==> config.mk <==
export PLATFORM = sky130hd
export DESIGN_NAME = time_display_driver
export DESIGN_NICKNAME = d
export VERILOG_FILES = /design/src/rtl/time_display_driver.sv
export SDC_FILE = /design/constraint.sdc
export NUM_CORES = 1
export LEC_CHECK = 0
export BUFFER_PORTS_ARGS = -buffer_cell sky130_fd_sc_hd__buf_2
export CORE_AREA = 2 2 88 124
export DETAILED_ROUTE_END_ITERATION = 8
export DIE_AREA = 0 0 90 126
export PLACE_DENSITY = 0.54
export SLEW_MARGIN = 30
export SYNTH_ARGS = -nofsm -noshare
export SYNTH_HDL_FRONTEND = slang
export SYNTH_SLANG_ARGS = --single-unit
==> constraint.sdc <==
create_clock -name clk -period 4.8 [get_ports clk]
set_input_delay 0.96 -clock clk [delete_from_list [all_inputs] [get_ports clk]]
set_output_delay 0.96 -clock clk [all_outputs]
set_load 0.1 [all_outputs]
==> src/rtl/time_display_driver.sv <==
// Scans an 8-digit common-anode display as "HH-MM-SS" from a per-frame time snapshot.
// Optional digit blinking for the field being set is built only when TIME_DISPLAY_BLINK_EN is defined.
module time_display_driver #(
  parameter int REFRESH_DIV = 100000,
  parameter int BLINK_DIV   = 25000000
) (
  input  logic       clk,
  input  logic       rst_n,
  input  logic [4:0] hrs,
  input  logic [5:0] min,
  input  logic [5:0] sec,
  input  logic [2:0] mode,
  output logic [7:0] an,
  output logic [6:0] seg,
  output logic       dp
);

  localparam int CNT_W = $clog2(REFRESH_DIV);
  localparam logic [6:0] SEG_OFF  = 7'h7F;
  localparam logic [6:0] SEG_DASH = 7'b0111111;

  logic [CNT_W-1:0] cnt_q, cnt_d;
  logic             tick;
  logic [2:0]       scan_q, scan_d;
  logic             started_q, started_d;
  logic [4:0]       snap_h_q, snap_h_d;
  logic [5:0]       snap_m_q, snap_m_d;
  logic [5:0]       snap_s_q, snap_s_d;
  logic [7:0]       an_q, an_d;
  logic [6:0]       seg_q, seg_d;
  logic [5:0]       val;
  logic [3:0]       tens, ones, digit;
  logic             is_dash, is_ones, blank;

  function automatic logic [6:0] seg_code(input logic [3:0] d);
    case (d)
      4'd0:    seg_code = 7'b1000000;
      4'd1:    seg_code = 7'b1111001;
      4'd2:    seg_code = 7'b0100100;
      4'd3:    seg_code = 7'b0110000;
      4'd4:    seg_code = 7'b0011001;
      4'd5:    seg_code = 7'b0010010;
      4'd6:    seg_code = 7'b0000010;
      4'd7:    seg_code = 7'b1111000;
      4'd8:    seg_code = 7'b0000000;
      4'd9:    seg_code = 7'b0010000;
      default: seg_code = SEG_OFF;
    endcase
  endfunction

  assign tick = (cnt_q == CNT_W'(REFRESH_DIV - 1));

  always_comb begin
    cnt_d     = tick ? '0 : cnt_q + 1'b1;
    scan_d    = tick ? scan_q + 3'd1 : scan_q;
    started_d = started_q | tick;
    snap_h_d  = snap_h_q;
    snap_m_d  = snap_m_q;
    snap_s_d  = snap_s_q;
    // Capture only at the frame boundary so one frame never mixes two times.
    if (tick && scan_q == 3'd7) begin
      snap_h_d = hrs;
      snap_m_d = min;
      snap_s_d = sec;
    end
  end

`ifdef TIME_DISPLAY_BLINK_EN
  localparam int BLK_W = (BLINK_DIV > 1) ? $clog2(BLINK_DIV) : 1;
  logic [BLK_W-1:0] blk_cnt_q, blk_cnt_d;
  logic             phase_q, phase_d;

  always_comb begin
    blk_cnt_d = blk_cnt_q + 1'b1;
    phase_d   = phase_q;
    if (blk_cnt_q == BLK_W'(BLINK_DIV - 1)) begin
      blk_cnt_d = '0;
      phase_d   = ~phase_q;
    end
    blank = 1'b0;
    if (phase_q) begin
      case (mode)
        3'd1:    blank = (scan_q >= 3'd6);
        3'd2:    blank = (scan_q == 3'd3) || (scan_q == 3'd4);
        3'd3:    blank = (scan_q <= 3'd1);
        default: blank = 1'b0;
      endcase
    end
  end

  always_ff @(posedge clk) begin
    if (!rst_n) begin
      blk_cnt_q <= '0;
      phase_q   <= 1'b0;
    end else begin
      blk_cnt_q <= blk_cnt_d;
      phase_q   <= phase_d;
    end
  end
`else
  logic unused_cfg;
  assign unused_cfg = (^mode) ^ (BLINK_DIV > 0);
  assign blank      = 1'b0;
`endif

  always_comb begin
    val     = '0;
    is_dash = 1'b0;
    case (scan_q)
      3'd0, 3'd1: val = snap_s_q;
      3'd3, 3'd4: val = snap_m_q;
      3'd6, 3'd7: val = {1'b0, snap_h_q};
      default:    is_dash = 1'b1;
    endcase
    is_ones = (scan_q == 3'd0) || (scan_q == 3'd3) || (scan_q == 3'd6);
    // Largest multiple of ten not above val gives tens; remainder is ones.
    tens = '0;
    ones = val[3:0];
    for (int i = 1; i <= 6; i++) begin
      if (val >= 6'(10 * i)) begin
        tens = 4'(i);
        ones = 4'(val - 6'(10 * i));
      end
    end
    digit = is_ones ? ones : tens;
    an_d  = 8'hFF;
    seg_d = SEG_OFF;
    if (started_q) begin
      an_d = ~(8'd1 << scan_q);
      if (blank)        seg_d = SEG_OFF;
      else if (is_dash) seg_d = SEG_DASH;
      else              seg_d = seg_code(digit);
    end
  end

  always_ff @(posedge clk) begin
    if (!rst_n) begin
      cnt_q     <= '0;
      scan_q    <= 3'd7;
      started_q <= 1'b0;
      snap_h_q  <= '0;
      snap_m_q  <= '0;
      snap_s_q  <= '0;
      an_q      <= 8'hFF;
      seg_q     <= SEG_OFF;
    end else begin
      cnt_q     <= cnt_d;
      scan_q    <= scan_d;
      started_q <= started_d;
      snap_h_q  <= snap_h_d;
      snap_m_q  <= snap_m_d;
      snap_s_q  <= snap_s_d;
      an_q      <= an_d;
      seg_q     <= seg_d;
    end
  end

  assign an  = an_q;
  assign seg = seg_q;
  assign dp  = 1'b1;

endmodule

# After elaboration in Yosys (flattened, before gate mapping)
# Memories as Yosys holds them, arrays and structs flattened.
# Index checks and enable logic that the tools add are counted.
[totals]
regBits = 53
latchBits = 0
ramBits = 0
romBits = 112
in_bits = 22
out_inout_bits = 16
word_cells = 60
mem_count = 1
[memory_table]
columns = ["name", "depth", "width", "rd", "rd_clocked_by_memory_dff", "write_ports", "line_no", "rtl"]
rows = [
  ["(no name shown)", 16, 7, 1, 0, 0, "36", "case (d)"],
]
[op_classes]
addsub = 8
mul = 0
div = 0
n_lt_le_gt_ge = 6
n_eq_ne = 6
shift = 1
muxes = 15
bitwise_logic = 3
n_reduce_logical = 11
[ops]
columns = ["cell", "n"]
rows = [
  ["$mux W4", 12],
  ["$ge A6 B6 Y1 const B", 3],
  ["$pmux W6 S3", 1],
  ["$add A17 B1 Y17 const B", 1],
  ["$eq A17 B17 Y1 const B", 1],
  ["$sub A4 B4 Y4 const B", 4],
  ["$ge A6 B5 Y1 const B", 2],
  ["$eq A3 B3 Y1 const B", 3],
  ["$not A8 Y8", 1],
  ["$reduce_or A2 Y1", 4],
  ["$shl A1 B3 Y8 const A", 1],
  ["$mux W7", 1],
  ["$ge A6 B4 Y1 const B", 1],
  ["$reduce_or A6 Y1", 1],
  ["$sub A4 B2 Y4 const B", 1],
  ["$sub A4 B3 Y4 const B", 1],
  ["$add A3 B1 Y3 const B", 1],
  ["$eq A3 B1 Y1 const B", 1],
  ["$eq A3 B2 Y1 const B", 1],
  ["$logic_not A3 Y1", 1],
  ["$reduce_and A3 Y1", 1],
  ["$logic_or A1 B1 Y1", 2],
  ["$reduce_and A2 Y1", 1],
  ["$logic_and A1 B1 Y1", 1],
  ["3 further kinds", 3],
]

# Longest topological paths before layout
# Gate-level depths: netlist of run 1.
# An unclocked memory read counts as a cell.
[logic_depth]
depth_word = 13
depth_mapped = 19
mapped_depth_nobuf = 19

# Least setup slack after synthesis of run 1
# No wires, ideal clock.
[synth_path]
path_kind = "flip-flop to flip-flop"
startpoint = "reg scan_q[0]"
endpoint = "reg seg_q[6] (netlist: seg[6])"
setup_ps = 126
arrival_ps = 3870
required_ps = 4674
slack_ps = 804
stages_incl_launch_ff = 17
n_path_buf = 0
period_less_slack_ps = 3996
cell_sequence = "dfxtp_1 inv_1 ha_1 o21ba_2 a222oi_1 nor2_1 ha_1 a21boi_0 o211ai_1 a21o_1 and2_1 a21oi_1 o31ai_1 inv_1 ha_1 o41ai_1 nor3_1"
[synth_between]
elab_chain_len = 13
elab_cells_between_ends = 40
classes_between = "add/sub (6); order compare (6); eq/ne (5); mux (15); reduce/logical (7); memory (1)"
[synth_rtl]
columns = ["item", "line_no", "rtl"]
rows = [
  ["start: declaration", "24", "logic [2:0] scan_q, scan_d;"],
  ["start signal: assignment", "148", "scan_q <= scan_d;"],
  ["$eq A3 B3 Y1 (tied with other cells)", "109", "case (scan_q)"],
  ["$reduce_or A2 Y1", "--", ""],
  ["$pmux W6 S3", "109", ""],
  ["$ge A6 B4 Y1 or $sub A4 B4 Y4 (tied branches)", "120, 122", ""],
  ["$mux W1 or $mux W4 (tied branches)", "120", "if (val >= 6'(10 * i)) begin"],
  ["$mux W4 (5 in a row)", "120", ""],
  ["$mux W4", "125", "digit = is_ones ? ones : tens;"],
  ["$mem_v2 Z16 W7", "--", ""],
  ["$mux W7 (*)", "131", "else if (is_dash) seg_d = SEG_DASH;"],
  ["end signal: assignment", "154", "seg_q <= seg_d;"],
  ["end: declaration", "30", "logic [6:0] seg_q, seg_d;"],
]
# Mark *: on every way between the ends. The rest lies on a longest branch, timed or not.
# A chain may end at the register's enable or synchronous reset.

# Worst setup path after layout of run 1
[layout_path]
startpoint = "reg scan_q[0]"
endpoint = "reg seg_q[3] (netlist: seg[3])"
[layout_between]
elab_chain_len = 12
elab_cells_between_ends = 40
classes_between = "add/sub (6); order compare (6); eq/ne (5); mux (14); reduce/logical (8); memory (1)"
[layout_rtl]
columns = ["item", "line_no"]
rows = [
  ["$eq A3 B3 Y1 (tied with other cells)", "109"],
  ["$reduce_or A2 Y1", "--"],
  ["$pmux W6 S3", "109"],
  ["$ge A6 B4 Y1 or $sub A4 B4 Y4 (tied branches)", "120, 122"],
  ["$mux W1 or $mux W4 (tied branches)", "120"],
  ["$mux W4 (5 in a row)", "120"],
  ["$mux W4", "125"],
  ["$mem_v2 Z16 W7", "--"],
]
# Several ways; a longest one is shown, not always the timed one.

==> impl_metrics.tcl, run 1 <==
set metrics [dict create \
    met3_length_um 219 \
    cts_root_buf "clkbuf_16" \
    path_max_fanout 7 \
    drt_iter0_drc 74 \
    hold_viol 0 \
    cpPeakStageDelay_ns 0.45 \
    area_growth_pct 15.7 \
    cts_tree "yes" \
    clkTransAtPathRegs_ns 0.07 \
    design.core.area_um2 10200 \
    n_antenna_cell 0 \
    vias 2538 \
    setup.worst_path.start_class "flip-flop" \
    r2r_slack_ns 0.42 \
    ctsResizeCount 0 \
    switchingPower_mw 0.179 \
    drv_slew 0 \
    synth_seq_area_share_pct 35.5 \
    comb_power_share_pct 2.6 \
    yosysWarnings 0 \
    worstSkewPairLatency_ns 0.29 \
    grt_pass1_wl_um 11500 \
    post-route-period-util_pct 91.3 \
    drt-wirelength-per-cell_um 12.3 \
    nets 437 \
    synth_top_area_cell "dfxtp_1" \
    drc 0 \
    io_buffers 33 \
    yosys-top-cells-area "dfxtp_1 (36%), nand2_1 (8.8%), ha_1 (8.4%), a21boi_0 (4.5%), nor2_1 (3.4%)" \
    worst_pin_slew_ns 0.686 \
    cts_buffer_depth 2 \
    firstDrtPassIters 4 \
    arrival_ns 4.61 \
    ant_nets 0 \
    cts_setup_buffers 0 \
    route.met2.wl_um 3480 \
    internal_power_mw 0.647 \
    layout-drive-gt1-share_pct 15.4 \
    die_w_um 90 \
    hpwl_um 5130 \
    syn_area_per_cell_um2 8.25 \
    wl_met1_um 2670 \
    path_delay_family "compound AO/OA/AOI/OAI gates" \
    yosysUniqueCellTypes 60 \
    grt_max_degree 25 \
    cap_violations 0 \
    viasPerCell 4.75 \
    cts.sinks 53 \
    path_class "reg -> reg" \
    vdd_drop_max_mv 0.165 \
    row_count 44 \
    cts_buffers 5 \
    synth_common_cells "nand2_1 (70), dfxtp_1 (53), nor2_1 (27)" \
    start_util_pct 29.2 \
    cts_hold_buf 0 \
    syn-cell-area_um2 2990 \
    slowest_stage "dfxtp_1" \
    antenna_found_initial 0 \
    ios 38 \
    yosysMostFrequentCell "nand2_1" \
    clock-skew-final_ns 0.00942 \
    whs_ns 0.462 \
    syn_nets 404 \
    die_area_um2 11300 \
    fmax_mhz 228 \
    synthCells 362 \
    dpl_cell_area_um2 3300 \
    synth_edf_count 0 \
    finalInstanceArea_um2 3460 \
    yosys_most_used_dff "dfxtp_1" \
    top_layer_used "met4" \
    cp-end-kind "flip-flop" \
    fillers 1132 \
    routed_wirelength_um 6560 \
    crit_top_cell "ha_1" \
    slew_headroom_pct 54.3 \
    path_cells "ha_1 > ha_1 > a21o_1 > a222oi_1 > nor2_1 > ha_1 > a21boi_0 > o211ai_1 > a21o_1 > and2_1 > a221o_1 > o221ai_1 > o31ai_1 > buf_4 > ha_1 > or2_1 > a31oi_1" \
    htreeDepth 2 \
    path_buf_inv 1 \
    grt_pass1_vias 2552 \
    min_period_ns 4.38 \
    p_seq_share_pct 53.7 \
    p_clk_share_pct 43.7 \
    synth-seq-cells 53 \
    power_density_nw_per_um2 239 \
    hp-class "reg -> reg" \
    synthArstFlopShare_pct 0 \
    p_sw_share_pct 21.6 \
    fin_tns_setup_ns 0 \
    cp_data_required_time_ns 5.02 \
    final_core_util_pct 33.7 \
    track_usage_pct 12.3 \
    fp.dieH_um 126 \
    grt-ovfl-total 0 \
    synth_top_cell_area_share_pct 35.5 \
    setup-violations-final 0 \
    leakage_nw 1.31 \
    status "finished, final reports clean" \
    place.gp.congestion 0.870 \
    rsz0062_at_grt "no" \
]
[through the flow]
step           cells  setup slack [ns]  total power, mW
3_5_place_dp     525             0.427            0.475
6_report         534             0.418            0.825
3_3_place_gp     525             0.488            0.474
5_1_grt          534             0.109            0.857
4_1_cts          533             0.382            0.839
2_1_floorplan    362             0.804            0.466
[cells by family (layout without fill, tap and decap cells)]
kind of cell,count (synthesis),in the layout,share of synthesized area (%)
adder cells (fa/ha/maj),20,20,8.38
XOR/XNOR,16,16,4.69
other,1,1,0.126
flip-flops,53,53,35.5
AND/OR/NAND/NOR,152,152,23.4
AO/OA/AOI/OAI,86,86,21.4
multiplexers,6,6,2.26
buffers and inverters,28,62,4.19
[path summary, 6_finish.rpt]
path | start | end | depth (start not counted)
hold reg to reg | cnt_q[0] | cnt_q[0] | 1
setup / recovery | scan_q[0] | seg[3] | 17
hold / removal | cnt_q[0] | cnt_q[0] | 1
setup reg to reg | scan_q[0] | seg[3] | 17
[power by group through the flow]
stage	Clock (mW)	Sequential (mW)	Combinational [mW]
after CTS	0.374	0.443	0.0216
after global placement	0	0.454	0.0209
final	0.361	0.443	0.0211
after floorplan	0	0.453	0.0127
after detailed placement	0	0.454	0.0216
after global routing	0.390	0.443	0.0243
[layout make-up]
| class | count | area, um^2 | share of cell area (%) |
|---|---|---|---|
| inverters | 15 | 56.3 | 1.63 |
| well taps | 138 | 173 | 5.00 |
| flip-flops and latches | 53 | 1060 | 30.7 |
| clock buffers | 5 | 125 | 3.62 |
| multi-input cells | 281 | 1810 | 52.2 |
| repair buffers | 39 | 210 | 6.08 |
| clock inverters | 3 | 25.0 | 0.724 |
[state kept, by name, indices dropped and copies added, names as in the netlist]
name and count:
snap_s_q 6, started_q 1, scan_q 3, an 8, seg 7, cnt_q 17, snap_h_q 5, snap_m_q 6
[routing by layer]
metal	up-vias	GRT usage, %
met5	-	0
met4	0	6.15
met3	15	2.51
met2	40	23.0
met1	1155	13.0
li1	1328	-
[cells in the final DEF, fill, tap and decap left out, types with 2 or more instances in the layout]
cell type  count
a21boi_0      18
a21o_1         2
a21oi_1       17
a22o_1         2
a31o_2         3
a31oi_1        2
and2_1         7
and3_1         5
and4_1         3
buf_2         33
buf_4          6
clkbuf_16      5
dfxtp_1       53
ha_1          20
inv_1         14
mux2i_1        3
nand2_1       70
nand2b_1       2
nand3_1       14
nand4_1        6
nor2_1        27
nor3_1         8
o211ai_1       2
o21a_1         2
o21ai_0       13
o21ai_1        3
o41ai_1        2
or2_1          2
or3_1          4
xnor2_1        9
xor2_1         7
(Power assumes the default switching activity.)
==> inputs of run 2 (changes only) <==
--- a/config.mk
+++ b/config.mk
@@ -9,6 +9,7 @@
 export CORE_AREA = 2 2 88 124
 export DETAILED_ROUTE_END_ITERATION = 8
 export DIE_AREA = 0 0 90 126
+export GPL_TIMING_DRIVEN = 0
 export PLACE_DENSITY = 0.54
 export SLEW_MARGIN = 30
 export SYNTH_ARGS = -nofsm -noshare
==> run 2 against run 1 <==
  * First-iteration DRC count is 15% higher
  * Critical path type unchanged
  * Largest cell class unchanged
  * Routed wire length is 2.5% higher
  * Non-clock buffer count is 8 higher
==> impl_metrics.tcl, run 2 (synthesis gave the netlist of run 1 again) <==
set metrics [dict create \
    setup-violations-final 0 \
    track_usage_pct 12.1 \
    drc 0 \
    die_w_um 90 \
    grt_pass1_wl_um 11200 \
    cts_tree "yes" \
    final_common_cell "nand2_1" \
    viasPerCell 4.71 \
    htreeDepth 2 \
    whs_ns 0.460 \
    slowest_stage "o31ai_2" \
    worstSkewPairLatency_ns 0.29 \
    slew_headroom_pct 57.8 \
    seq_area_um2 1060 \
    cts_root_buf "clkbuf_16" \
    dpl_cell_area_um2 3330 \
    hp-class "reg -> reg" \
    nets 445 \
    firstDrtPassIters 4 \
    path_cells "inv_1 > ha_1 > o21ba_2 > or2_1 > buf_2 > nand2_1 > inv_2 > ha_1 > a21boi_0 > o211ai_1 > a21o_1 > and2_1 > a21oi_1 > o31ai_2 > inv_1 > ha_1 > o41ai_1 > nor3_1" \
    crit_top_cell "ha_1" \
    grt-ovfl-total 0 \
    rsz0062_at_grt "no" \
    hpwl_um 5350 \
    io_buffers 33 \
    grt_max_degree 17 \
    die_area_um2 11300 \
    final_cell_mix "nand2_1 (70), dfxtp_1 (53), buf_2 (34), nor2_1 (26), ha_1 (20)" \
    ios 38 \
    area_growth_pct 16.8 \
    leakage_nw 1.31 \
    status "finished, final reports clean" \
    layout.cells.non_filler 542 \
    power_density_nw_per_um2 233 \
    drt_iter0_drc 85 \
    multi_input_area_um2 1820 \
    layout-drive-gt1-share_pct 15.1 \
    cts_hold_buf 0 \
    arrival_ns 4.54 \
    antenna_found_initial 0 \
    hold_viol 0 \
    vdd_drop_max_mv 0.135 \
    drt-wirelength-per-cell_um 12.4 \
    vias 2555 \
    cp-end-kind "flip-flop" \
    post-route-period-util_pct 90.9 \
    worst_pin_slew_ns 0.629 \
    finalInstanceArea_um2 3490 \
    routed_wirelength_um 6720 \
    cts_buffer_depth 2 \
    cp_data_required_time_ns 4.98 \
    cts_buffers 5 \
    regMostFlops "cnt_q" \
    cts.sinks 53 \
    start_util_pct 29.2 \
    n_antenna_cell 0 \
    setup.worst_path.start_class "flip-flop" \
    row_count 44 \
    place.gp.congestion 0.881 \
    fmax_mhz 229 \
    path_max_fanout 10 \
    fillers 1118 \
    min_period_ns 4.36 \
    grt_pass1_vias 2519 \
    clock-skew-final_ns 0.00755 \
    path_class "reg -> reg" \
    drv_slew 0 \
    cap_violations 0 \
    dp_cells 533 \
    cpPeakStageDelay_ns 0.54 \
    design.core.area_um2 10200 \
    r2r_slack_ns 0.44 \
    ant_nets 0 \
    largest_register_ffs 17 \
    fp.dieH_um 126 \
    clkTransAtPathRegs_ns 0.07 \
]
-- run 2: changes by cell type in the layout (fill, tap and decap cells not counted), sizes merged --
| cell | delta |
|---|---|
| clkinv | -1 |
| clkbuf | +10 |
| buf | -1 |
| inv | -1 |
| clkinvlp | +1 |
-- run 2: final timing paths --
| path | start | to | depth (start not counted) |
|---|---|---|---|
| worst min register to register | snap_s_q[4] | snap_s_q[4] | 2 |
| worst min-delay path | snap_s_q[4] | snap_s_q[4] | 2 |
| worst max register to register | scan_q[0] | seg[6] | 18 |
| worst max-delay path | scan_q[0] | seg[6] | 18 |
-- run 2: cell type report --
type / count / share of cell area (%)
well taps: 138 / 4.95
flip-flops and latches: 53 / 30.4
clock buffers: 6 / 3.69
repair buffers: 34 / 4.95
inverters: 15 / 1.61
clock inverters: 2 / 0.430
plain buffers: 13 / 1.97
multi-input cells: 281 / 52.0
-- run 2: power by group --
part / internal, mW / switching (mW)
clock network: 0.193 / 0.154
logic: 0.0101 / 0.0125
registers: 0.442 / 0.00198
total: 0.645 / 0.169
-- run 2: through the flow --
stage	setup slack [ns]	total power, mW	util, %	setup TNS (ns)
floorplan	0.804	0.466	-	0
global placement	-0.0868	0.477	32.5	-0.104
detailed placement	-0.134	0.477	32.5	-0.202
CTS	0.180	0.830	33.9	0
global route	0.0283	0.845	34.1	0
finish	0.436	0.814	34.1	0
-- run 2: critical path, delay by kind of cell, from the launching register on --
family                     cells  cell delay, ns
AOI/OAI and AO/OA              7            1.69
buffers and inverters          4            0.64
and+or+nand+nor                4            0.73
DFF                            1            0.46
adders and majority gates      3            0.74
-- run 2: what timing repair did --
action	4_1_cts	5_1_grt
pin swaps	0	1
endpoints found under the setup margin	2	2
buffers inserted	0	1
resized for setup	1	2
endpoints found under the hold margin	0	0
-- run 2: per-layer routing --
layer	routed length (um)	part of all wire [%]	up-vias	track usage (%)
met1	2760	41	1175	12.6
li1	-	-	1339	-
met5	0	0	-	0
met4	123	1.8	0	4.62
met2	3680	55	31	23.8
met3	159	2.4	10	2.15
==> inputs of run 3 (changes only) <==
--- a/config.mk
+++ b/config.mk
@@ -6,11 +6,11 @@
 export NUM_CORES = 1
 export LEC_CHECK = 0
 export BUFFER_PORTS_ARGS = -buffer_cell sky130_fd_sc_hd__buf_2
-export CORE_AREA = 2 2 88 124
+export CORE_AREA = 2 2 69 97
 export DETAILED_ROUTE_END_ITERATION = 8
-export DIE_AREA = 0 0 90 126
+export DIE_AREA = 0 0 71 99
 export GPL_TIMING_DRIVEN = 0
-export PLACE_DENSITY = 0.54
+export PLACE_DENSITY = 0.77
 export SLEW_MARGIN = 30
 export SYNTH_ARGS = -nofsm -noshare
 export SYNTH_HDL_FRONTEND = slang
==> run 3 against run 2 <==
  * Count of clock-buffer cells in the layout unchanged
  * Clock power is 27% lower
  * Largest power group unchanged
  * Die area is 38% lower
  * Flip-flop and latch count stayed put
  * Worst hold slack improved by 0.012 ns
  * Sequential share of layout area grew 1.1 points
  * Critical path type unchanged
  * Routed wire length fell by 3.8%
  * Global-route usage is 7.6 points higher
  * Power fell by 12%
==> impl_metrics.tcl, run 3 (synthesis gave the netlist of run 1 again) <==
set metrics [dict create \
    clock-skew-final_ns 0.00815 \
    arrival_ns 4.74 \
    fp.dieH_um 99 \
    slew_headroom_pct 59.4 \
    power_density_nw_per_um2 214 \
    final_cell_mix "nand2_1 (70), dfxtp_1 (53), buf_2 (34), nor2_1 (26), ha_1 (20)" \
    layout-drive-gt1-share_pct 15.1 \
    vdd_drop_max_mv 0.172 \
    cp_data_required_time_ns 5.04 \
    cts_tree "yes" \
    grt_max_degree 17 \
    die_area_um2 7030 \
    post-route-period-util_pct 93.6 \
    cts_hold_buf 0 \
    fillers 590 \
    final_common_cell "nand2_1" \
    path_max_fanout 8 \
    power_mw 0.720 \
    firstDrtPassIters 4 \
    min_period_ns 4.49 \
    setup.worst_path.start_class "flip-flop" \
    worst_pin_slew_ns 0.605 \
    cts.sinks 53 \
    hpwl_um 5040 \
    routed_wirelength_um 6470 \
    fmax_mhz 223 \
    cts_buffers 5 \
    cpPeakStageDelay_ns 0.46 \
    crit_top_cell "ha_1" \
    cts_buffer_depth 2 \
    dpl_cell_area_um2 3240 \
    ant_nets 0 \
    area_growth_pct 12.6 \
    setup-violations-final 0 \
    finalInstanceArea_um2 3370 \
    regMostFlops "cnt_q" \
    ios 38 \
    vias 2591 \
    use_met1_pct 22.4 \
    track_usage_pct 19.7 \
    grt_pass1_vias 2645 \
    path_cells "ha_1 > ha_1 > a21o_1 > a222oi_1 > buf_4 > nor2_1 > ha_1 > a21boi_0 > o211ai_1 > a21o_1 > and2_1 > a221o_1 > o221ai_1 > o31ai_4 > ha_1 > or2_1 > a31oi_1" \
    n_antenna_cell 0 \
    grt_pass1_wl_um 11500 \
    viasPerCell 5.43 \
    seq_area_um2 1060 \
    drv_slew 0 \
    hp-class "reg -> reg" \
    row_count 34 \
    htreeDepth 2 \
    nets 446 \
    drc 0 \
    hold_viol 0 \
    cap_violations 0 \
    slowest_stage "dfxtp_1" \
    drt-wirelength-per-cell_um 13.6 \
    die_w_um 71 \
    design.core.area_um2 6170 \
    use_met2_pct 37.0 \
    drt_iter0_drc 88 \
    place.gp.congestion 0.941 \
    cts_root_buf "clkbuf_8" \
    grt-ovfl-total 0 \
    grt-busiest-layer "met2" \
    io_buffers 33 \
    grtUsageMet3_pct 2.76 \
    cp-end-kind "flip-flop" \
    status "finished, final reports clean" \
    leakage_nw 1.31 \
    start_util_pct 48.4 \
    largest_register_ffs 17 \
    clkTransAtPathRegs_ns 0.10 \
    rsz0062_at_grt "no" \
    path_class "reg -> reg" \
    worstSkewPairLatency_ns 0.31 \
    multi_input_area_um2 1820 \
    antenna_found_initial 0 \
]
[run 3: through the flow]
step,util (%),setup TNS (ns),hold WS [ns],instances,setup WS [ns]
2_1_floorplan,-,0,0.430,362,0.804
3_3_place_gp,52.6,0,0.449,467,0.0328
3_5_place_dp,52.6,-0.0874,0.458,467,-0.0874
4_1_cts,54.1,0,0.473,475,0.152
5_1_grt,54.6,0,0.500,477,0.00192
6_report,54.6,0,0.471,477,0.307
[run 3: path summary, 6_finish.rpt]
kind | cells after the start | to | slack (ns) | from
worst max register to register | 17 | seg[3] | 0.31 | scan_q[0]
worst min-delay path | 2 | snap_h_q[3] | 0.47 | snap_h_q[3]
worst min register to register | 2 | snap_h_q[3] | 0.47 | snap_h_q[3]
worst max-delay path | 17 | seg[3] | 0.31 | scan_q[0]
[run 3: cell type report]
class	count	share of cell area [%]
buffer	13	2.04
clock buffer	6	2.16
clock inverter	2	0.409
inverter	15	1.67
multi-input combinational	281	54.2
sequential	53	31.5
tap	72	2.68
timing repair buffer	35	5.35
[run 3: critical path: cells and delay by family (launching register included)]
| family | cells | cell delay (ns) |
|---|---|---|
| AOI/OAI and AO/OA | 9 | 1.86 |
| adders and majority gates | 4 | 1.19 |
| and+or+nand+nor | 3 | 0.76 |
| DFF | 1 | 0.46 |
| buffers and inverters | 1 | 0.16 |
[run 3: power breakdown]
part	total [mW]	switching [mW]	internal [mW]
Sequential	0.443	0.00192	0.441
Combinational	0.0228	0.0127	0.0101
Clock	0.254	0.150	0.104
Total	0.720	0.164	0.556
[run 3: routing by layer]
layer,routed length [um],vias to the layer above
li1,-,1344
met1,2770,1197
met2,3390,40
met3,205,10
met4,105,0
met5,0,-
[run 3: what timing repair did]
action                     CTS  global route
pin swaps                    0             1
setup endpoints to repair    2             6
gates resized for setup      1             3
setup buffers                0             2
